==> config.mk <==
export PLATFORM = sky130hd
export DESIGN_NAME = prog_loader
export DESIGN_NICKNAME = d
export VERILOG_FILES = /design/src/rtl/prog_loader.sv
export SDC_FILE = /design/constraint.sdc
export NUM_CORES = 1
export LEC_CHECK = 0
export BUFFER_PORTS_ARGS = -buffer_cell sky130_fd_sc_hd__buf_2
export CAP_MARGIN = 20
export CELL_PAD_IN_SITES_DETAIL_PLACEMENT = 0
export CELL_PAD_IN_SITES_GLOBAL_PLACEMENT = 1
export CORE_UTILIZATION = 45
export CTS_BUF_LIST = sky130_fd_sc_hd__clkbuf_8
export DETAILED_ROUTE_END_ITERATION = 16
export PLACE_DENSITY = 0.86
export SYNTH_ARGS = -nofsm -noshare
export SYNTH_HDL_FRONTEND = slang
export SYNTH_SLANG_ARGS = --single-unit
==> constraint.sdc <==
create_clock -name clk -period 2.1 [get_ports clk]
set_input_delay 0.21 -clock clk [delete_from_list [all_inputs] [get_ports clk]]
set_output_delay 0.21 -clock clk [all_outputs]
set_load 0.1 [all_outputs]
==> src/rtl/prog_loader.sv <==
// rtl/prog_loader.sv - boot-time framed program loader driving instruction RAM and CPU reset
//
// Purpose:
//   Receives a byte stream framed as {header, N data bytes, checksum}. It writes the data bytes
//   to RAM addresses 0..N-1 and keeps the CPU in reset until a frame arrives with a matching
//   checksum. It then releases the CPU after a short hold-off. A reload pulse puts the CPU
//   back in reset and returns the loader to waiting for a new frame.
//   Build option LOADER_ZFILL_EN: after a good checksum, zero-fill addresses N..2**ADDR_W-1
//   before the hold-off.
//
// Ports:
//   clk        system clock, rising edge
//   reset      asynchronous active-low reset
//   in_valid   stream byte valid
//   in_data    stream byte
//   in_ready   loader accepts a byte (transfer = in_valid & in_ready)
//   reload     one-cycle request to re-hold the CPU and wait for a new frame
//   ram_addr   RAM write address
//   ram_wdata  RAM write data
//   ram_we     RAM write strobe, one cycle per byte
//   cpu_reset  active-high reset to the CPU
//   load_done  program loaded and CPU running
//   load_err   last header or checksum was bad

module prog_loader #(
   parameter int ADDR_W      = 6,
   parameter int DATA_W      = 8,
   parameter int RELEASE_DLY = 4
) (
   input  logic              clk,
   input  logic              reset,
   input  logic              in_valid,
   input  logic [DATA_W-1:0] in_data,
   output logic              in_ready,
   input  logic              reload,
   output logic [ADDR_W-1:0] ram_addr,
   output logic [DATA_W-1:0] ram_wdata,
   output logic              ram_we,
   output logic              cpu_reset,
   output logic              load_done,
   output logic              load_err
);

   localparam int CNT_W = 4;

   typedef enum logic [2:0] {
      S_IDLE,
      S_LOAD,
      S_CSUM,
      S_ZFILL,
      S_HOLD,
      S_RUN,
      S_ERR
   } state_t;

   state_t             state, state_d;
   logic [ADDR_W-1:0]  idx, idx_d;
   logic [ADDR_W-1:0]  last_idx, last_d;
   logic [DATA_W-1:0]  sum, sum_d;
   logic [CNT_W-1:0]   cnt, cnt_d;
   logic               we_d;
   logic [ADDR_W-1:0]  addr_d;
   logic [DATA_W-1:0]  wdata_d;
   logic               err_d;
   logic               xfer;
   logic               hdr_ok;

   assign xfer   = in_valid & in_ready;
   assign hdr_ok = (in_data[DATA_W-1:ADDR_W] == '0);

   always_comb begin
      state_d = state;
      idx_d   = idx;
      last_d  = last_idx;
      sum_d   = sum;
      cnt_d   = '0;
      we_d    = 1'b0;
      addr_d  = ram_addr;
      wdata_d = ram_wdata;
      err_d   = load_err;

      // reload beats any transfer on the same edge; the byte is dropped
      if (reload) begin
         state_d = S_IDLE;
      end else begin
         case (state)
            S_IDLE, S_ERR: begin
               if (xfer) begin
                  if (hdr_ok) begin
                     state_d = S_LOAD;
                     idx_d   = '0;
                     sum_d   = '0;
                     // length 0 encodes a full RAM; the subtraction wraps to the top address
                     last_d  = in_data[ADDR_W-1:0] - ADDR_W'(1);
                     err_d   = 1'b0;
                  end else begin
                     state_d = S_ERR;
                     err_d   = 1'b1;
                  end
               end
            end
            S_LOAD: begin
               if (xfer) begin
                  we_d    = 1'b1;
                  addr_d  = idx;
                  wdata_d = in_data;
                  sum_d   = sum + in_data;
                  if (idx == last_idx) begin
                     state_d = S_CSUM;
                  end else begin
                     idx_d = idx + ADDR_W'(1);
                  end
               end
            end
            S_CSUM: begin
               if (xfer) begin
                  if (in_data == sum) begin
`ifdef LOADER_ZFILL_EN
                     if (last_idx == '1) begin
                        state_d = S_HOLD;
                     end else begin
                        state_d = S_ZFILL;
                        idx_d   = last_idx + ADDR_W'(1);
                     end
`else
                     state_d = S_HOLD;
`endif
                  end else begin
                     state_d = S_ERR;
                     err_d   = 1'b1;
                  end
               end
            end
`ifdef LOADER_ZFILL_EN
            S_ZFILL: begin
               we_d    = 1'b1;
               addr_d  = idx;
               wdata_d = '0;
               if (idx == '1) begin
                  state_d = S_HOLD;
               end else begin
                  idx_d = idx + ADDR_W'(1);
               end
            end
`endif
            S_HOLD: begin
               if (cnt == CNT_W'(RELEASE_DLY - 1)) begin
                  state_d = S_RUN;
               end else begin
                  cnt_d = cnt + CNT_W'(1);
               end
            end
            S_RUN: begin
               state_d = S_RUN;
            end
            default: begin
               state_d = S_IDLE;
            end
         endcase
      end
   end

   // Status outputs are decoded from the next state so that they change on the same edge as the state.
   always_ff @(posedge clk or negedge reset) begin
      if (!reset) begin
         state     <= S_IDLE;
         idx       <= '0;
         last_idx  <= '0;
         sum       <= '0;
         cnt       <= '0;
         in_ready  <= 1'b0;
         ram_we    <= 1'b0;
         ram_addr  <= '0;
         ram_wdata <= '0;
         cpu_reset <= 1'b1;
         load_done <= 1'b0;
         load_err  <= 1'b0;
      end else begin
         state     <= state_d;
         idx       <= idx_d;
         last_idx  <= last_d;
         sum       <= sum_d;
         cnt       <= cnt_d;
         in_ready  <= (state_d == S_IDLE) || (state_d == S_LOAD) ||
                      (state_d == S_CSUM) || (state_d == S_ERR);
         ram_we    <= we_d;
         ram_addr  <= addr_d;
         ram_wdata <= wdata_d;
         cpu_reset <= (state_d != S_RUN);
         load_done <= (state_d == S_RUN);
         load_err  <= err_d;
      end
   end

endmodule

Word-level counts from Yosys, hierarchy flattened --
Index checks and enable logic that the tools add are counted.
Word-level totals: input port bits 12, bits in registers 46, logic and storage cells 80
Cells by class: equality and inequality tests 19, $add $sub $neg 4, reductions and logical operators 14, muxes and demuxes 29, bitwise gates (word level) 2
Operators with widths (count):
- $mux W6 | 4
- $mux W8 | 3
- $mux W3 | 7
- $pmux W8 S2 | 1
- $eq A3 B3 Y1 const B | 5
- $pmux W3 S5 | 1
- $mux W4 | 3
- $ne A2 B2 Y1 const B | 6
- $pmux W6 S2 | 1
- $reduce_and A5 Y1 | 2
- $add A8 B8 Y8 | 1
- $eq A8 B8 Y1 | 1
- $mux W1 | 7
- $add A6 B1 Y6 const B | 1
- $eq A3 B1 Y1 const B | 2
- $eq A3 B2 Y1 const B | 2
- $eq A6 B6 Y1 | 1
- $logic_not A3 Y1 | 2
- $reduce_and A6 Y1 | 1
- $sub A6 B1 Y6 const B | 1
- $add A4 B1 Y4 const B | 1
- $eq A4 B2 Y1 const B | 1
- $reduce_and A4 Y1 | 1
- $reduce_bool A2 Y1 | 2
- other kinds (9) | 11

Longest topological paths before layout --
Gate-level depths: netlist of run 1.
depth after elaboration 9, mapped depth 8, depth with buffers taken out 7

Worst setup path after synthesis of run 1 --
OpenSTA, ideal clock, no wires.
path type register to register, start point register in_ready, end point register sum[5], data arrival time 2.302 ns, path slack -0.333 ns, clock period less this slack 2.433 ns, stages on the path, launching flop included 7, cells stage by stage dfrtp_1 nand2_1 or4_4 or3_1 buf_6 nand3_1 o21ai_1
Between the ends: word-level cells in the longest chain between the ends 3, elaborated cells on any way between the ends 4, classes of those cells eq/ne: 2; bitwise: 1; reduce/logical: 1
RTL lines:
- start: declaration | line 34 | output logic in_ready,
- start signal: assignment | line 184 | in_ready <= (state_d == S_IDLE) || (state_d == S_LOAD) ||
- $and A1 B1 Y1 * | line 68 | assign xfer = in_valid & in_ready;
- $ne A2 B2 Y1 (no line)
- $reduce_and A5 Y1 (no line) *
- end signal: assignment | line 182 | sum <= sum_d;
- end: declaration | line 59 | logic [DATA_W-1:0] sum, sum_d;
Every way passes the cells marked *; elsewhere a longest branch is shown, timed or not. A chain may end at the register's enable or synchronous reset.

Worst setup path after layout of run 1 --
start point register sum[1], end point register in_ready
Between the ends: word-level cells in the longest chain between the ends 9, elaborated cells on any way between the ends 12, classes of those cells eq/ne: 4; mux: 4; reduce/logical: 4
RTL lines:
- $eq A8 B8 Y1 * | line 117 | if (in_data == sum) begin
- $mux W2 * | line 117
- $mux W3 * | line 116 | if (xfer) begin
- $pmux W3 S5 * | line 86 | case (state)
- $mux W3 * | line 83 | if (reload) begin
- net state_d[1] | line 56 | state_t state, state_d;
- $eq A3 B1 Y1 or $logic_not A3 Y1 (tied branches) | line 184
- $logic_or A1 B1 Y1 (2 in a row) | line 184
- $logic_or A1 B1 Y1 * | line 185 | (state_d == S_CSUM) || (state_d == S_ERR);
The timed path passes the listed nets; every way through them passes the cells marked *.

==> run_results.csv, run 1 <==
group,metric,value,unit
clock_network,tritoncts,"built",
sta,rsz0062_at_grt,"false",
synth,netlist_area,0.00242,mm2
synth,yosysWarnings,0,
critical_path,required,2.30,ns
routing,drcViolationCount,0,
floorplan,initial_utilization,47.2,%
cells_and_area,fin_cells,367,
floorplan,die_x,75.4,um
routing,first_pass_iters,4,
clock_network,cts_setup_buffers,0,
sta,tightest_slew,0.487,ns
cells_and_area,final.fill_count,505,
sta,setup_violations,0,
global_route,grt_first_pass_wirelength,7910,um
floorplan,dieArea,0.00568,mm2
synth,synth_async_sr_flop_share,100,%
synth,yosys_register_bits,46,
flow_run,max-cap-violations,0,
place,dp.cells,358,
place,hpwl,3630,um
cells_and_area,fin_util,54.7,%
sta,slew_headroom,67.8,%
critical_path,r2r_start,"sum[1]",
critical_path,critPathMaxFanout,3,
synth,syn_avg_cell_area,9.39,um2
clock_network,clockBufferDepth,2,
cells_and_area,drive_gt1_share,18.5,%
place,dp_worst_setup_slack,0.109,ns
critical_path,crit_type,"reg -> reg",
sta,worst_slack,0.110,ns
floorplan,num_rows,26,
global_route,antenna_found_initial,0,
critical_path,arrival,2.19,ns
critical_path,ff2ff_setup_slack,0.11,ns
sta,finalCritPeriodShare,94.8,%
sta,hold_viol,0,
routing,ant_nets,0,
sta,slew_violations,0,
floorplan,io_pins,31,
sta,fin_tns_setup,0,ns
power_and_ir_drop,combPwrFrac,36.0,%
hold_path,hp-class,"in -> reg",
critical_path,start_kind,"flip-flop",
power_and_ir_drop,p_seq_share,40.4,%
clock_network,cts_max_level,2,
sta,fin_skew,0.00655,ns
clock_network,insertion_delay,0.31,ns
cells_and_area,postLayoutCellArea,0.00281,mm2
routing,vias,1922,
floorplan,core-area,0.00514,mm2
cells_and_area,area_delta_synth_final,16.0,%
clock_network,cts-root-buf,"clkbuf_8",
routing,drt_iter0_markers,101,
power_and_ir_drop,p_int,0.00170,W
synth,synthesis.instances,258,
global_route,overflow,0,
routing,met2_length,2380,um
routing,dr.max_layer_used,"met4",
global_route,grt_max_degree,29,
power_and_ir_drop,ir_worst_vdd,0.000626,V
routing,via_per_inst,5.24,
floorplan,die_height,75.4,um
critical_path,cp-endpoint,"in_ready",
clock_network,cts.sinks,46,
run_status,outcome,"finished, final reports clean",
sta,min_period,1.99,ns
synth,synth-edff-count,0,
power_and_ir_drop,power_density,1010,mW/mm2
clock_network,clk_pin_slew_worst_paths,0.09,ns
place,placedInstanceArea,0.00268,mm2
synth,synth_flop_cell,"dfrtp_1",
cells_and_area,final_nets,319,
global_route,grt_usage,18.8,%
cells_and_area,final_common_cell,"nand2_1",
cells_and_area,layout_common_cells,"52 x nand2_1, 44 x dfrtp_1, 30 x buf_2, 17 x a21oi_1, 17 x nor2_1",
power_and_ir_drop,leakagePower,1.37,nW
critical_path,r2r_cells,6,
critical_path,timing.critical_path.from,"sum[1]",
synth,syn_nets,281,
sta,max_freq,503,MHz
routing,wl_per_cell,13.4,um
synth,synth_seq_area_share,47.5,%
routing,wl_met1,2340,um
cells_and_area,antenna_cells,0,
critical_path,r2r_end,"in_ready",
power_and_ir_drop,swShare,40.4,%
power_and_ir_drop,p_sw,0.00115,W
routing,routed_wl,4920,um
routing,wl_met3,142,um
critical_path,crit_path_end_kind,"flip-flop",
place,routabilityCongestion,0.778,
place,port_buffers,30,
clock_network,cts_buffers,5,
global_route,grt_pass1_vias,1705,
power_and_ir_drop,p_clk_share,23.6,%
synth,synth.distinct_cells,45,
-- worst min path at each step --
| stage | from | endpoint | slack, ns | cells past startpoint |
|---|---|---|---|---|
| final | in_data[0] | last_idx[0] | 0.11 | 2 |
| after global routing | in_data[0] | last_idx[0] | 0.11 | 2 |
| after CTS | in_data[0] | last_idx[0] | 0.10 | 2 |
| after detailed placement | reset | load_done | 0.04 | 1 |
| after global placement | reset | load_done | 0.03 | 1 |
| after floorplan | reset | cnt[0] | -0.09 | 0 |
-- per-stage QoR --
| step | total power (W) | hold WS, ns |
|---|---|---|
| floorplan | 0.00198 | -0.0856 |
| global placement | 0.00218 | 0.0323 |
| finish | 0.00285 | 0.112 |
| CTS | 0.00287 | 0.104 |
| detailed placement | 0.00219 | 0.0407 |
| global route | 0.00300 | 0.106 |
-- flip-flops by register name (all words and copies together), names as in the netlist --
| name | cells |
|---|---|
| sum | 8 |
| idx | 6 |
| ram_we | 1 |
| ram_addr | 6 |
| load_err | 1 |
| in_ready | 1 |
| cpu_reset | 1 |
| load_done | 1 |
| state | 3 |
| ram_wdata | 8 |
| cnt | 4 |
| last_idx | 6 |
-- final cells by class --
class                      instances  area [um2]  share of cell area, %
multi-input combinational        197        1200                   42.7
sequential                        46        1160                   41.1
timing repair buffer              41         235                   8.37
tap                               70        87.6                   3.12
clock buffer                       5        68.8                   2.45
clock inverter                     3        45.0                   1.60
inverter                           5        18.8                  0.668
-- cell families (layout without fill, tap and decap cells) --
group,Yosys count,in the layout,synth area share [%]
flops,46,46,47.5
mux,3,3,1.29
buf+inv,15,54,3.25
fa+ha+maj,11,11,5.99
xor+xnor,18,18,6.50
compound gates,47,47,11.4
simple gates,118,118,24.0
-- routing by layer --
metal  up-vias  track usage (%)
met1       916             25.3
li1        968                -
met3         7             4.37
met2        31             30.2
met5         -                0
met4         0             6.38
-- Yosys cell counts, types with 2 or more instances --
master | instances | area, um2
nand2_1 | 52 | 195
dfrtp_1 | 45 | 1130
a21oi_1 | 17 | 85.1
nor2_1 | 17 | 63.8
o21ai_0 | 12 | 60.1
xnor2_1 | 11 | 96.3
ha_1 | 10 | 125
nand3_1 | 10 | 50.1
xor2_1 | 7 | 61.3
nand2b_1 | 6 | 37.5
inv_1 | 5 | 18.8
nor3_1 | 5 | 25.0
o21ai_1 | 5 | 25.0
or3_1 | 5 | 31.3
nand3b_1 | 4 | 30.0
o21bai_1 | 4 | 30.0
nor3b_1 | 3 | 22.5
nor4_1 | 3 | 18.8
a211oi_1 | 2 | 15.0
a21o_1 | 2 | 15.0
and2_1 | 2 | 12.5
and3_1 | 2 | 12.5
buf_1 | 2 | 7.51
buf_2 | 2 | 10.0
buf_6 | 2 | 22.5
clkbuf_1 | 2 | 7.51
mux2i_1 | 2 | 20.0
nand4_1 | 2 | 12.5
-- worst max-delay path, stage by stage, from the launching register on --
cell and delay [ns]:
dfrtp_1 0.43, ha_1 0.34, nor4_2 0.28, and3_1 0.22
nor3_1 0.06, o41a_1 0.40, nand2b_1 0.15
-- power groups by stage --
stage,combinational (W),sequential (W),clock (W)
after CTS,0.00103,0.00115,0.000687
after detailed placement,0.00102,0.00117,0
final,0.00103,0.00115,0.000671
after global routing,0.00111,0.00117,0.000719
after global placement,0.00101,0.00117,0
after floorplan,0.000453,0.00153,0
-- timing repair --
item	4_1_cts	5_1_grt
endpoints found under the hold margin	21	0
setup endpoints to repair	0	1
hold buffers	1	0
gates resized for setup	0	1
Note: power is estimated with default switching activity, not from simulation.
==> run 2, diff against run 1 <==
HOLD_SLACK_MARGIN = 0.08   (was not set)
clock period = 2.2 ns   (was 2.1 ns; I/O delays follow)
==> run 2 against run 1 <==
Register-to-register slack gained 0.12 ns. Combinational power shrank 5%. Via count is 3.5% lower. Clock skew increased by 0.0096 ns. First-iteration DRC count is 2.0% lower.
==> run_results.csv, run 2 (synthesized netlist as in run 1, its figures left out) <==
group,metric,value,unit
sta,min_period,1.97,ns
place,placedInstanceArea,0.00266,mm2
global_route,grt_max_degree,47,
power_and_ir_drop,swShare,42.3,%
clock_network,cts_buffers,5,
flow_run,max-cap-violations,0,
sta,fin_tns_setup,0,ns
clock_network,cts-root-buf,"clkbuf_8",
critical_path,crit_path_end_kind,"flip-flop",
cells_and_area,drive_gt1_share,17.6,%
power_and_ir_drop,p_seq_share,42.0,%
clock_network,cts_resized,0,
run_status,outcome,"finished, final reports clean",
routing,vias,1855,
global_route,grt_pass1_vias,1739,
global_route,antenna_found_initial,0,
cells_and_area,antenna_cells,0,
floorplan,initial_utilization,47.2,%
critical_path,required,2.39,ns
sta,finalCritPeriodShare,89.6,%
global_route,overflow,0,
global_route,grt_usage,19.6,%
routing,via_per_inst,5.08,
floorplan,die_height,75.4,um
clock_network,clockBufferDepth,2,
critical_path,critPathSlowestCell,"dfrtp_1",
sta,slew_headroom,61.8,%
sta,rsz0062_at_grt,"false",
place,routabilityCongestion,0.773,
cells_and_area,final_nets,317,
place,hpwl,3510,um
sta,setup_violations,0,
cells_and_area,postLayoutCellArea,0.00277,mm2
critical_path,crit_family,"simple AND/OR/NAND/NOR gates",
clock_network,cts.sinks,46,
routing,wl_per_cell,13.2,um
critical_path,start_kind,"flip-flop",
sta,timing.hold.ws,0.151,ns
routing,routed_wl,4830,um
power_and_ir_drop,p_sw,0.00110,W
floorplan,die_x,75.4,um
critical_path,critPathMaxFanout,3,
place,dp.cells,356,
clock_network,clk_pin_slew_worst_paths,0.10,ns
power_and_ir_drop,leakagePower,1.35,nW
routing,drt_iter0_markers,99,
cells_and_area,fin_cells,365,
floorplan,core-area,0.00514,mm2
critical_path,crit_chain,"ha_1 -> nor4_1 -> and3_1 -> nor3_1 -> o41a_1 -> nand2b_1",
sta,hold_viol,0,
floorplan,num_rows,26,
critical_path,arrival,2.16,ns
power_and_ir_drop,combPwrFrac,37.4,%
sta,tightest_slew,0.573,ns
cells_and_area,area.sequential,0.00115,mm2
cells_and_area,final.fill_count,512,
floorplan,io_pins,31,
cells_and_area,final_common_cell,"nand2_1",
sta,slew_violations,0,
cells_and_area,top_regs,"ram_wdata (8), sum (8)",
cells_and_area,multi_input_area,0.00119,mm2
clock_network,postCtsHoldBufs,1,
hold_path,hp-class,"in -> reg",
clock_network,cts_max_level,2,
power_and_ir_drop,p_int,0.00150,W
clock_network,cts_setup_buffers,0,
routing,ant_nets,0,
clock_network,tritoncts,"built",
critical_path,cpPeakStageDelay,0.42,ns
power_and_ir_drop,ir_worst_vdd,0.000581,V
routing,first_pass_iters,4,
cells_and_area,layout_common_cells,"52 x nand2_1, 44 x dfrtp_1, 30 x buf_2, 17 x a21oi_1, 17 x nor2_1",
critical_path,cp.buffers_inverters,0,
floorplan,dieArea,0.00568,mm2
routing,drcViolationCount,0,
cells_and_area,area_delta_synth_final,14.1,%
sta,fin_skew,0.0161,ns
sta,max_freq,508,MHz
critical_path,crit_type,"reg -> reg",
place,port_buffers,30,
global_route,grt_first_pass_wirelength,8220,um
clock_network,insertion_delay,0.31,ns
power_and_ir_drop,p_clk_share,20.6,%
power_and_ir_drop,power_density,942,mW/mm2
-- run 2: cell types whose count changed in the layout (fill, tap and decap cells not counted), sizes merged --
| cell | delta |
|---|---|
| bufinv | -1 |
| buf | -2 |
| inv | +1 |
-- run 2: power groups by stage --
stage	Combinational (W)	Clock, W	Sequential (W)
2_1_floorplan	0.000432	0	0.00146
3_3_place_gp	0.000968	0	0.00110
3_5_place_dp	0.000972	0	0.00111
4_1_cts	0.000978	0.000560	0.00110
5_1_grt	0.00106	0.000593	0.00111
6_report	0.000975	0.000538	0.00109
-- run 2: final cells by class --
cell class | instances | area share (%)
timing repair buffer | 39 | 7.96
multi-input combinational | 197 | 43.1
clock inverter | 3 | 0.860
sequential | 46 | 41.7
tap | 70 | 3.17
clock buffer | 5 | 2.49
inverter | 5 | 0.679
-- run 2: metrics by stage --
step	total power [W]	setup slack [ns]	utilization, %
floorplan	0.00189	0.0828	-
global placement	0.00207	0.261	51.8
detailed placement	0.00209	0.256	51.8
CTS	0.00263	0.225	53.8
global route	0.00277	0.131	53.8
finish	0.00261	0.230	53.8
-- run 2: worst paths after layout --
kind	depth (start not counted)	endpoint	slack [ns]	from
max in group asynchronous	3	in_ready	1.27	reset
setup reg to reg	6	in_ready	0.23	sum[1]
hold reg to reg	1	cnt[0]	0.47	cnt[0]
hold / removal	2	last_idx[0]	0.15	in_data[0]
min in group asynchronous	3	ram_addr[2]	0.52	reset
setup / recovery	6	in_ready	0.23	sum[1]
-- run 2: metal layers --
layer  GRT usage [%]  vias to the layer above  part of all wire (%)
met5               0                        -                     0
met4            6.79                        0                   1.5
met3            3.97                        6                   2.8
met2            30.5                       25                    46
met1            27.5                      859                    49
li1                -                      965                     -
-- run 2: worst reg2reg max path, delay by kind of cell (launching register included) --
family	cells	cell delay, ns
simple gates	4	0.69
flops	1	0.42
fa+ha+maj	1	0.32
compound gates	1	0.41
